`src/rtl/lfsr_rng_arbiter.sv`:
```
// Round-robin arbiter sharing one 8-bit Fibonacci LFSR among NUM_REQ requesters.
// Optional reseed port pair enabled by defining LFSR_RESEED_EN.
module lfsr_rng_arbiter #(
  parameter int         NUM_REQ = 4,
  parameter logic [7:0] SEED    = 8'd42,
  parameter int         STEPS   = 8
) (
  input  logic               clk_i,
  input  logic               rst_i,
  input  logic [NUM_REQ-1:0] req_i,
  output logic [NUM_REQ-1:0] gnt_o,
  output logic [7:0]         rnd_o,
  output logic               valid_o,
  input  logic               ack_i,
  output logic               busy_o
`ifdef LFSR_RESEED_EN
  ,
  input  logic [7:0]         seed_i,
  input  logic               seed_we_i
`endif
);

  localparam int         PW        = (NUM_REQ > 1) ? $clog2(NUM_REQ) : 1;
  localparam logic [7:0] SEED_INIT = (SEED == 8'd0) ? 8'h01 : SEED;
  localparam logic [7:0] CNT_INIT  = 8'(STEPS - 1);
  localparam logic [PW-1:0] LAST   = PW'(NUM_REQ - 1);

  typedef enum logic [1:0] {
    IDLE    = 2'd0,
    STEP    = 2'd1,
    DELIVER = 2'd2
  } state_t;

  function automatic logic [7:0] lfsr_next(input logic [7:0] v);
    return {v[6:0], v[7] ^ v[5] ^ v[4] ^ v[3]};
  endfunction

`ifdef LFSR_RESEED_EN
  // An all-zero seed would lock the LFSR, so it is replaced by 8'h01.
  function automatic logic [7:0] seed_fix(input logic [7:0] v);
    return (v == 8'd0) ? 8'h01 : v;
  endfunction
`endif

  state_t               state_r;
  logic [7:0]           lfsr_r;
  logic [7:0]           cnt_r;
  logic [NUM_REQ-1:0]   gnt_r;
  logic [PW-1:0]        win_r;
  logic [PW-1:0]        ptr_r;
  logic                 valid_r;
  logic                 busy_r;

  logic                 any_req_s;
  logic [PW-1:0]        win_s;
  logic [PW-1:0]        idx_s;
  logic                 hit_s;

  // Round-robin pick: first requesting index at or after ptr_r, wrapping.
  always_comb begin
    any_req_s = 1'b0;
    win_s     = '0;
    idx_s     = '0;
    hit_s     = 1'b0;
    for (int k = 0; k < NUM_REQ; k++) begin
      idx_s     = PW'((int'(ptr_r) + k) % NUM_REQ);
      hit_s     = !any_req_s && req_i[idx_s];
      win_s     = hit_s ? idx_s : win_s;
      any_req_s = any_req_s | hit_s;
    end
  end

  // Draw sequencer: grant, advance the LFSR STEPS times, then hold until ack.
  always_ff @(posedge clk_i) begin
    if (rst_i) begin
      state_r <= IDLE;
      lfsr_r  <= SEED_INIT;
      cnt_r   <= 8'd0;
      gnt_r   <= '0;
      win_r   <= '0;
      ptr_r   <= '0;
      valid_r <= 1'b0;
      busy_r  <= 1'b0;
    end else begin
      case (state_r)
        IDLE: begin
`ifdef LFSR_RESEED_EN
          if (seed_we_i) begin
            lfsr_r <= seed_fix(seed_i);
          end
`endif
          if (any_req_s) begin
            state_r <= STEP;
            gnt_r   <= {{(NUM_REQ-1){1'b0}}, 1'b1} << win_s;
            win_r   <= win_s;
            cnt_r   <= CNT_INIT;
            busy_r  <= 1'b1;
          end
        end
        STEP: begin
          lfsr_r <= lfsr_next(lfsr_r);
          if (cnt_r == 8'd0) begin
            state_r <= DELIVER;
            valid_r <= 1'b1;
          end else begin
            cnt_r <= cnt_r - 8'd1;
          end
        end
        DELIVER: begin
          if (ack_i) begin
            state_r <= IDLE;
            gnt_r   <= '0;
            valid_r <= 1'b0;
            busy_r  <= 1'b0;
            ptr_r   <= (win_r == LAST) ? '0 : win_r + PW'(1);
          end
        end
        default: begin
          state_r <= IDLE;
          gnt_r   <= '0;
          valid_r <= 1'b0;
          busy_r  <= 1'b0;
        end
      endcase
    end
  end

  assign gnt_o   = gnt_r;
  assign rnd_o   = lfsr_r;
  assign valid_o = valid_r;
  assign busy_o  = busy_r;

endmodule

```
`config.mk`:
```
export PLATFORM = sky130hd
export DESIGN_NAME = lfsr_rng_arbiter
export DESIGN_NICKNAME = d
export VERILOG_FILES = /design/src/rtl/lfsr_rng_arbiter.sv
export SDC_FILE = /design/constraint.sdc
export NUM_CORES = 1
export LEC_CHECK = 0
export CAP_MARGIN = 25
export CORE_MARGIN = 2
export CORE_UTILIZATION = 50
export CTS_CLUSTER_DIAMETER = 120
export DETAILED_ROUTE_END_ITERATION = 8
export PLACE_DENSITY = 0.74
export SYNTH_ARGS = -nofsm -noshare
export SYNTH_HDL_FRONTEND = slang
export SYNTH_SLANG_ARGS = --single-unit
```
`constraint.sdc`:
```
create_clock -name clk_i -period 2.5 [get_ports clk_i]
set_input_delay 0.375 -clock clk_i [delete_from_list [all_inputs] [get_ports clk_i]]
set_output_delay 0.375 -clock clk_i [all_outputs]
set_load 0.005 [all_outputs]
```
---- Yosys cells after proc, flatten, opt, wreduce, memory -nomap -nowiden ----
Index checks and enable logic that the tools add are counted.
storage, ports and cells
  bits of input ports ..................... 7
  register bits after elaboration ......... 28
  bits in read-only memories .............. 0
  word-level logic and storage cells ...... 76
  memories kept ........................... 0
  bits in latches ......................... 0
  output and inout port bits .............. 14
  memory bits (writable) .................. 0
cells by class
  shifts and indexed selects .............. 1
  multipliers ............................. 0
  reduce and logical (&&, ||, !) cells .... 15
  add/sub/neg operators ................... 5
  bitwise logic cells ..................... 8
  $lt $le $gt $ge ......................... 4
  multiplexer cells ....................... 28
  div/mod/pow operators ................... 0
  equal/unequal tests ..................... 7
operators with widths
  cell                 count
  $mux 2               8
  $mux 8               2
  $pmux 8 s2           1
  $lt 2x3->1 const B   4
  $pmux 4 s3           1
  $reduce_and 3->1     4
  $bmux 1 s2           4
  $logic_not 8->1      1
  $mux 4               2
  $ne 2x2->1 const B   4
  $sub 8x1->8 const B  1
  $mux 1               7
  $pmux 1 s3           2
  $pmux 2 s3           1
  $add 2x1->2 const B  2
  $add 2x2->2 const B  2
  $eq 2x2->1 const B   2
  $reduce_and 2->1     2
  $shl 1x2->4 const A  1
  $logic_and 1x1->1    3
  $logic_not 1->1      3
  $or 1x1->1           3
  $xor 1x1->1          3
  $eq 2x1->1 const B   1
  3 further kinds      4

---- Logic depth before layout (Yosys ltp) ----
Gate-level depths: netlist of the first run.
  depth after elaboration ................. 14
  mapped depth ............................ 6
  gate-level depth less buffers ........... 6

---- Worst setup path after synthesis of the first run ----
Ideal clock, no wire load.
  path type ............................... input-to-reg
  start ................................... input req_i[0]
  end ..................................... register cnt_r[3]
  path buffers ............................ 0
  setup slack ............................. 776 ps
  data arrival time ....................... 1665 ps
  cell stages on the path ................. 4
  data required time ...................... 2441 ps
  cells stage by stage .................... or4_4 a21o_1 or4_1 nand2_1
between the ends
  word-level cells in the longest chain between the ends .. 13
RTL lines
  what                            RTL line  RTL
  start, declared                 10        input logic [NUM_REQ-1:0] req_i,
  $bmux 1 s2                      67        hit_s = !any_req_s && req_i[idx_s];
  $mux 1 (not written as such)    67
  $logic_not 1->1                 67
  $logic_and 1x1->1               67
  $or 1x1->1                      69        any_req_s = any_req_s | hit_s;
  $logic_not 1->1                 67
  $logic_and 1x1->1               67
  $or 1x1->1                      69
  $logic_not 1->1                 67
  $logic_and 1x1->1               67
  $or 1x1->1 (*)                  69
  $ne 2x2->1 (no line) (*)        --
  $reduce_and 3->1 (no line) (*)  --
  end signal, assigned            106       cnt_r <= cnt_r - 8'd1;
  end, declared                   47        logic [7:0] cnt_r;
Every way passes the cells marked *; elsewhere a longest branch is shown, timed or not. The select of a mux whose other input is x is not followed.
A chain may end at the register's enable or synchronous reset.

---- Worst setup path after layout of the first run ----
  start ................................... register cnt_r[0]
  end ..................................... register cnt_r[2]
between the ends
  word-level cells in the longest chain between the ends .. 3
RTL lines
  what                                                   RTL line
  $sub 8x1->8 / $logic_not 8->1 (equally long branches)  106, 102
  $mux 8 / $ne 2x2->1 (equally long branches)            --
  $pmux 8 s2 / $reduce_and 3->1 (equally long branches)  --
Several ways; a longest one is shown, not always the timed one. The select of a mux whose other input is x is not followed.

==> results of run 1 <==
## sequential cells by signal, indices dropped and copies added, names as in the netlist
register	count
win_r	2
cnt_r	8
gnt_o	4
ptr_r	2
state_r	2
rnd_o	8
busy_o	1
valid_o	1
## critical path: cells and delay by family (launching register included)
kind,cells,cell delay (ns)
AOI/OAI and AO/OA,3,0.76
DFF,1,0.36
adders and majority gates,1,0.14
and+or+nand+nor,1,0.65
buffers and inverters,1,0.08
## logic make-up (layout without fill, tap and decap cells)
| family | after synthesis | count (layout) | share of synthesized area |
|---|---|---|---|
| and+or+nand+nor | 56 | 56 | 0.237 |
| AOI/OAI and AO/OA | 39 | 39 | 0.217 |
| DFF | 28 | 28 | 0.443 |
| buffers and inverters | 10 | 31 | 0.0307 |
| xor gates and xnor gates | 5 | 5 | 0.0346 |
| adders and majority gates | 3 | 3 | 0.0297 |
| muxes | 1 | 1 | 0.00791 |
## routing by layer
layer | vias to the layer above | part of all wire
met5 | - | 0
met4 | 0 | 0.012
met3 | 4 | 0.057
met2 | 33 | 0.47
met1 | 492 | 0.46
li1 | 557 | -
## final cells by class
class	instances	area, sq um
multi-input cells	104	666
inverters	4	15.0
fillers	213	901
clock buffers	3	22.5
repair buffers	24	230
flip-flops and latches	28	561
well taps	30	37.5
## Yosys cell counts (all sizes together)
cell	instances	share of area
xor2	1	0.0069
nor2	10	0.030
a22o	2	0.014
clkbuf	5	0.015
a311oi	2	0.014
a31oi	1	0.0049
or2	1	0.0049
a21o	5	0.031
or2b	1	0.0059
nand2	17	0.050
nor2b	3	0.015
o2bb2ai	2	0.014
a2111oi	1	0.0069
xnor2	4	0.028
o21ai	3	0.012
ha	3	0.030
a2111o	1	0.0089
a211oi	5	0.030
mux2i	1	0.0079
o21a	1	0.0059
a31o	1	0.0069
buf	1	0.0040
dfxtp	28	0.44
o211ai	2	0.012
or3b	1	0.0069
or4	2	0.015
nor4	4	0.025
a21oi	11	0.044
inv	4	0.012
nand3b	5	0.030
nor3b	3	0.018
nand2b	2	0.0099
a211o	2	0.014
nor3	7	0.028
## final timing paths
| kind | from | to | depth (start not counted) |
|---|---|---|---|
| setup / recovery | cnt_r[0] | cnt_r[2] | 6 |
| hold / removal | busy_o | busy_o | 1 |
| setup reg to reg | cnt_r[0] | cnt_r[2] | 6 |
| hold reg to reg | busy_o | busy_o | 1 |
## report_power, final
part           switching (uW)  leakage, uW  total [uW]  internal [uW]
Clock                     120    0.0000138         177           56.5
Combinational             262     0.000354         543            281
Sequential               97.9     0.000230         639            541
## through the flow
step | instances | utilization | power [uW]
2_1_floorplan | 142 | - | 983
3_3_place_gp | 190 | 0.620 | 1180
3_5_place_dp | 190 | 0.620 | 1190
4_1_cts | 193 | 0.630 | 1370
5_1_grt | 193 | 0.630 | 1470
6_report | 193 | 0.630 | 1360
==> out/metrics.csv, run 1 <==
metric,value,unit
status,"finished, final reports clean",
arrival time at the worst endpoint,2.31,ns
met3 usage,0.0656,
part of the Yosys area used for sequential elements,0.443,
Final ANT Viol Nets,0,
Mapped Cells,142,
setup TNS,0,ns
Peak VDD IR,614,uV
syn nets,152,
RSZ-0062 raised after global routing,no,
worst min path class,reg2reg,
P&R area growth vs syn,21.1,%
Final Setup Violations,0,
DR iter-0 viols,11,
Cell Rows,18,
1st-pass router iterations,4,
Yosys reg bits,28,
IO Count,21,
pre-CTS setup slack,0.208,ns
CTS sink cnt,28,
Via Count,1086,
GR peak layer,met2,
CP required,2.70,ns
Crit-path slowest cell,nor3b_1,
Worst-Margin Slew,0.790,ns
gpl congestion,0.805,
M1 GR Usage,0.236,
most frequent cells in the layout,"28 x dfxtp_1, 20 x clkdlybuf4s50_1, 17 x nand2_1",
vias per inst,5.63,
Pwr Density,887,mW/mm^2
Overflow after GRT,0,
reg2reg setup slack,0.39,ns
min Tclk post-route,2.11,ns
largest net degree at the start of global routing,21,
depth of the CTS H-tree,1,
Routed WL,2540,um
number of remaining DRC errors,0,
Final Hold Viols,0,
initial antenna violation count,0,
IO Port Bufs,20,
CTS Root Cell,clkbuf_4,
distinct cell type count after synthesis,37,
first-pass GRT wire length,4200,um
clock latency on the worst-skew pair,0.32,ns
CTS tree,yes,
number of CTS-inserted buffers,3,
CP max stage delay,0.65,ns
Worst-path clk slew,0.14,ns
met2 usage in global routing,0.329,
"Cell Chain, Critical Path",inv_1 > ha_1 > nor3b_1 > a21oi_1 > a211oi_1 > a311oi_1,
Max-Cap Viols,0,
share of cells above drive strength 1,0.0798,
CORE AREA,0.00243,sq mm
GRT Util Overall,0.196,
Final #Nets,175,
critical path capture point type,register,
"Avg Cell Area, Syn",8.91,sq um
Startpoint Class,register,
Die Span Y,54.3,um
vias in the first global route,1004,
"most common cell after layout, fill and taps aside",dfxtp_1,
Layout Skew,0.00961,ns
fin worst setup slack,0.394,ns
Post-CTS Setup Inserts,0,
relative slew slack,0.472,
antenna fix cells,0,
hold_buf cts,0,
Setup CP Type,reg2reg,
CTS Buffer Depth,2,
Wirelength per Cell,13.2,um
final instance area,0.00153,sq mm
fmax,0.475,GHz
largest fanout on the critical path,8,
Die Wd,54.3,um
Hold Slack,0.475,ns
Leak,0.000598,uW
yosys warns,0,
fin. max-slew vios,0,
HPWL Detailed,1900,um
final clock period utilization by the worst path,0.842,
Placed Area,0.00151,sq mm
post-CTS sizing,0,
initial core utilization,0.520,
"Cell Area, Synth",0.00126,sq mm
die footprint,0.00295,sq mm
(Power assumes the default switching activity.)
==> run 2, diff against run 1 <==
--- a/config.mk
+++ b/config.mk
@@ -7,10 +7,10 @@
 export LEC_CHECK = 0
 export CAP_MARGIN = 25
 export CORE_MARGIN = 2
-export CORE_UTILIZATION = 50
+export CORE_UTILIZATION = 46
 export CTS_CLUSTER_DIAMETER = 120
 export DETAILED_ROUTE_END_ITERATION = 8
-export PLACE_DENSITY = 0.74
+export PLACE_DENSITY = 0.71
 export SYNTH_ARGS = -nofsm -noshare
 export SYNTH_HDL_FRONTEND = slang
 export SYNTH_SLANG_ARGS = --single-unit
==> constraint.sdc (replaced) <==
create_clock -name clk_i -period 1.84 [get_ports clk_i]
set_input_delay 0.276 -clock clk_i [delete_from_list [all_inputs] [get_ports clk_i]]
set_output_delay 0.276 -clock clk_i [all_outputs]
set_load 0.005 [all_outputs]
==> out/metrics.csv, run 2 (synthesized netlist as in run 1, its figures left out) <==
metric,value,unit
Final Setup Violations,0,
CTS Buffer Depth,2,
Max-Cap Viols,0,
initial core utilization,0.471,
GRT Util Overall,0.189,
critical path capture point type,register,
Final ANT Viol Nets,0,
Startpoint Class,primary input,
CTS tree,yes,
DR iter-0 viols,32,
IO Port Bufs,20,
gpl congestion,0.868,
vias per inst,5.50,
Routed WL,2770,um
initial antenna violation count,0,
RSZ-0062 raised after global routing,no,
depth of the CTS H-tree,1,
relative slew slack,0.648,
CORE AREA,0.00269,sq mm
CP required,2.12,ns
antenna fix cells,0,
post-layout util,0.611,
Die Span Y,56.4,um
share of cells above drive strength 1,0.153,
final clock period utilization by the worst path,0.944,
1st-pass router iterations,4,
Final #Nets,187,
vias in the first global route,1131,
Wirelength per Cell,13.4,um
largest net degree at the start of global routing,21,
CTS sink cnt,28,
Die Wd,56.4,um
P&R area growth vs syn,29.8,%
Peak VDD IR,780,uV
"most common cell after layout, fill and taps aside",dfxtp_1,
reg2reg setup slack,0.12,ns
arrival time at the worst endpoint,2.02,ns
first-pass GRT wire length,4890,um
clock latency on the worst-skew pair,0.32,ns
die footprint,0.00319,sq mm
Final Hold Viols,0,
Setup CP Type,in2reg,
HPWL Detailed,2170,um
number of remaining DRC errors,0,
Overflow after GRT,0,
largest fanout on the critical path,4,
number of CTS-inserted buffers,3,
Hold Slack,0.476,ns
IO Count,21,
Pwr Density,1230,mW/mm^2
Via Count,1139,
fmax,0.576,GHz
most frequent cells in the layout,"28 x dfxtp_1, 20 x clkdlybuf4s50_1, 17 x nand2_1",
min Tclk post-route,1.74,ns
CTS Root Cell,clkbuf_4,
worst min path class,reg2reg,
fin. max-slew vios,0,
Cell Rows,19,
Layout Skew,0.00478,ns
Worst-Margin Slew,0.515,ns
status,"finished, final reports clean",
Leak,0.000667,uW
Worst-path clk slew,0.15,ns
## run 2: timing repair
item                                    4_1_cts  5_1_grt
buffers inserted                              0        0
hold buffers                                  0        0
gates resized for setup                       1        0
endpoints found under the setup margin        3        0
## run 2: per-stage QoR
step                std cells  setup WS, ns  power, uW  TNS (ns)  cell area, sq um
finish                    207         0.104       2020         0              1640
global route              207       0.00495       2160         0              1640
CTS                       207         0.105       2030         0              1640
detailed placement        203        -0.238       1730     -1.20              1600
global placement          203        -0.200       1690     -1.02              1600
floorplan                 142         0.156       1340         0              1260
## run 2: layer usage
| metal | part of all wire | global-route usage |
|---|---|---|
| met1 | 0.44 | 0.227 |
| met2 | 0.51 | 0.336 |
| met3 | 0.030 | 0.0253 |
| met4 | 0.019 | 0.0782 |
| met5 | 0 | 0 |
## run 2: final cells by class
class | count | area [sq um]
sequential | 28 | 561
tap | 31 | 38.8
inverter | 4 | 15.0
clock buffer | 4 | 36.3
timing repair buffer | 36 | 320
multi-input combinational | 104 | 671
fill | 242 | 1040
## run 2: power by group
group | internal (uW) | switching [uW]
registers | 735 | 140
clock network | 121 | 174
logic | 466 | 379
## run 2: path summary, 6_finish.rpt
kind | start | endpoint | cells after the start
min | busy_o | busy_o | 1
max | req_i[0] | cnt_r[3] | 5
max reg2reg | state_r[1] | cnt_r[7] | 5
min reg2reg | busy_o | busy_o | 1
## run 2: worst max-delay path, stage by stage
cell,delay [ns]
clkdlybuf4s50_1,0.42
or4_4,0.56
a21o_1,0.18
or4_1,0.50
nand2_1,0.07
==> run 3, diff against run 2 <==
--- a/config.mk
+++ b/config.mk
@@ -5,7 +5,8 @@
 export SDC_FILE = /design/constraint.sdc
 export NUM_CORES = 1
 export LEC_CHECK = 0
-export CAP_MARGIN = 25
+export CAP_MARGIN = 20
+export CORE_ASPECT_RATIO = 1.4
 export CORE_MARGIN = 2
 export CORE_UTILIZATION = 46
 export CTS_CLUSTER_DIAMETER = 120
==> constraint.sdc (replaced) <==
create_clock -name clk_i -period 1.84 [get_ports clk_i]
set_input_delay 0.276 -clock clk_i [delete_from_list [all_inputs] [get_ports clk_i]]
set_output_delay 0.276 -clock clk_i [all_outputs]
set_load 0.05 [all_outputs]
==> out/metrics.csv, run 3 (synthesized netlist as in run 1, its figures left out) <==
metric,value,unit
fmax,0.557,GHz
"most common cell after layout, fill and taps aside",dfxtp_1,
die footprint,0.00319,sq mm
largest fanout on the critical path,3,
Hold Slack,0.477,ns
Cell Rows,22,
Pwr Density,1310,mW/mm^2
Sequential Power Share,0.385,
relative slew slack,0.658,
IO Port Bufs,20,
Clock Power Share,0.110,
Die Span Y,66.0,um
Worst-Margin Slew,0.512,ns
Crit-path slowest cell,clkdlybuf4s50_1,
Worst path depth,1,
initial antenna violation count,0,
status,"finished, final reports clean",
vias in the first global route,1172,
pre-CTS setup slack,-0.231,ns
antenna fix cells,0,
share of cells above drive strength 1,0.187,
Via Count,1200,
Wirelength per Cell,13.3,um
worst min path class,reg2reg,
number of CTS-inserted buffers,3,
"Cell Chain, Critical Path",clkdlybuf4s50_1,
Worst-path clk slew,0.13,ns
1st-pass router iterations,4,
gpl congestion,0.845,
fin. max-slew vios,0,
Final Hold Viols,0,
setup TNS,0,ns
Final Setup Violations,0,
Cell Int Power,1300,uW
Setup CP Type,reg2out,
Layout Skew,0.00882,ns
Leak,0.000733,uW
combinational share of power,0.505,
number of remaining DRC errors,0,
hold_buf cts,0,
Placed Area,0.00166,sq mm
CTS Root Cell,clkbuf_4,
Final ANT Viol Nets,0,
HPWL Detailed,2290,um
final clock period utilization by the worst path,0.976,
placed insts,215,
P&R area growth vs syn,34.5,%
Peak VDD IR,782,uV
min Tclk post-route,1.80,ns
Finished Layout Cells,218,
Post-CTS Setup Inserts,0,
post-CTS sizing,2,
critical path capture point type,primary output,
fin worst setup slack,0.0434,ns
Worst Path Buf+Inv,1,
DR iter-0 viols,14,
GRT Util Overall,0.197,
final instance area,0.00170,sq mm
IO Count,21,
initial core utilization,0.484,
arrival time at the worst endpoint,1.52,ns
first-pass GRT wire length,5040,um
most frequent cells in the layout,"28 x dfxtp_1, 23 x buf_4, 17 x nand2_1",
Die Wd,48.3,um
Final #Nets,194,
CTS sink cnt,28,
vias per inst,5.50,
CTS Buffer Depth,2,
CP max stage delay,0.82,ns
depth of the CTS H-tree,1,
Startpoint Class,register,
switching share of power,0.417,
hold depth,1,
Switch Pwr,932,uW
clock latency on the worst-skew pair,0.32,ns
CORE AREA,0.00262,sq mm
Overflow after GRT,0,
filler instances,218,
CP required,1.56,ns
R2R depth,6,
Max-Cap Viols,0,
CTS tree,yes,
Routed WL,2910,um
cell class contributing the biggest share of worst-path delay,buffers and inverters,
largest net degree at the start of global routing,15,
RSZ-0062 raised after global routing,no,
==> run 3: per-layer routing <==
layer	up-vias	global-route usage	part of all wire
li1	596	-	-
met4	0	0.0643	0.020
met3	6	0.0249	0.031
met1	573	0.199	0.40
met2	25	0.410	0.55
met5	-	0	0
==> run 3: stage by stage <==
stage	util	total power, uW
2_1_floorplan	-	1560
3_3_place_gp	0.634	1960
3_5_place_dp	0.634	2000
4_1_cts	0.644	2240
5_1_grt	0.651	2380
6_report	0.651	2240
==> run 3: worst register-to-register path, stage by stage, from the launching register on <==
cell and delay [ns]:
dfxtp_1 0.40, inv_1 0.07, ha_1 0.18, nor3b_2 0.20, a2111oi_1 0.50, xnor2_1 0.17, nor2_1 0.05
==> run 3: cell type report <==
| type | count | area [sq um] | area share |
|---|---|---|---|
| flip-flops and latches | 28 | 561 | 0.329 |
| repair buffers | 43 | 382 | 0.224 |
| multi-input cells | 104 | 677 | 0.398 |
| well taps | 36 | 45.0 | 0.0265 |
| clock buffers | 3 | 22.5 | 0.0132 |
| inverters | 4 | 15.0 | 0.00882 |
==> run 3: path summary, 6_finish.rpt <==
path | startpoint | to | slack, ns
max reg2reg | cnt_r[1] | cnt_r[4] | 0.18
min reg2reg | win_r[1] | win_r[1] | 0.48
min | win_r[1] | win_r[1] | 0.48
max | rnd_o[7] | rnd_o[7] | 0.04
==> run 3: power groups by stage <==
stage	clock network (uW)	registers [uW]	logic (uW)
after floorplan	0	1070	493
after global placement	0	863	1100
after detailed placement	0	871	1120
after CTS	253	858	1130
after global routing	275	884	1220
final	245	861	1130
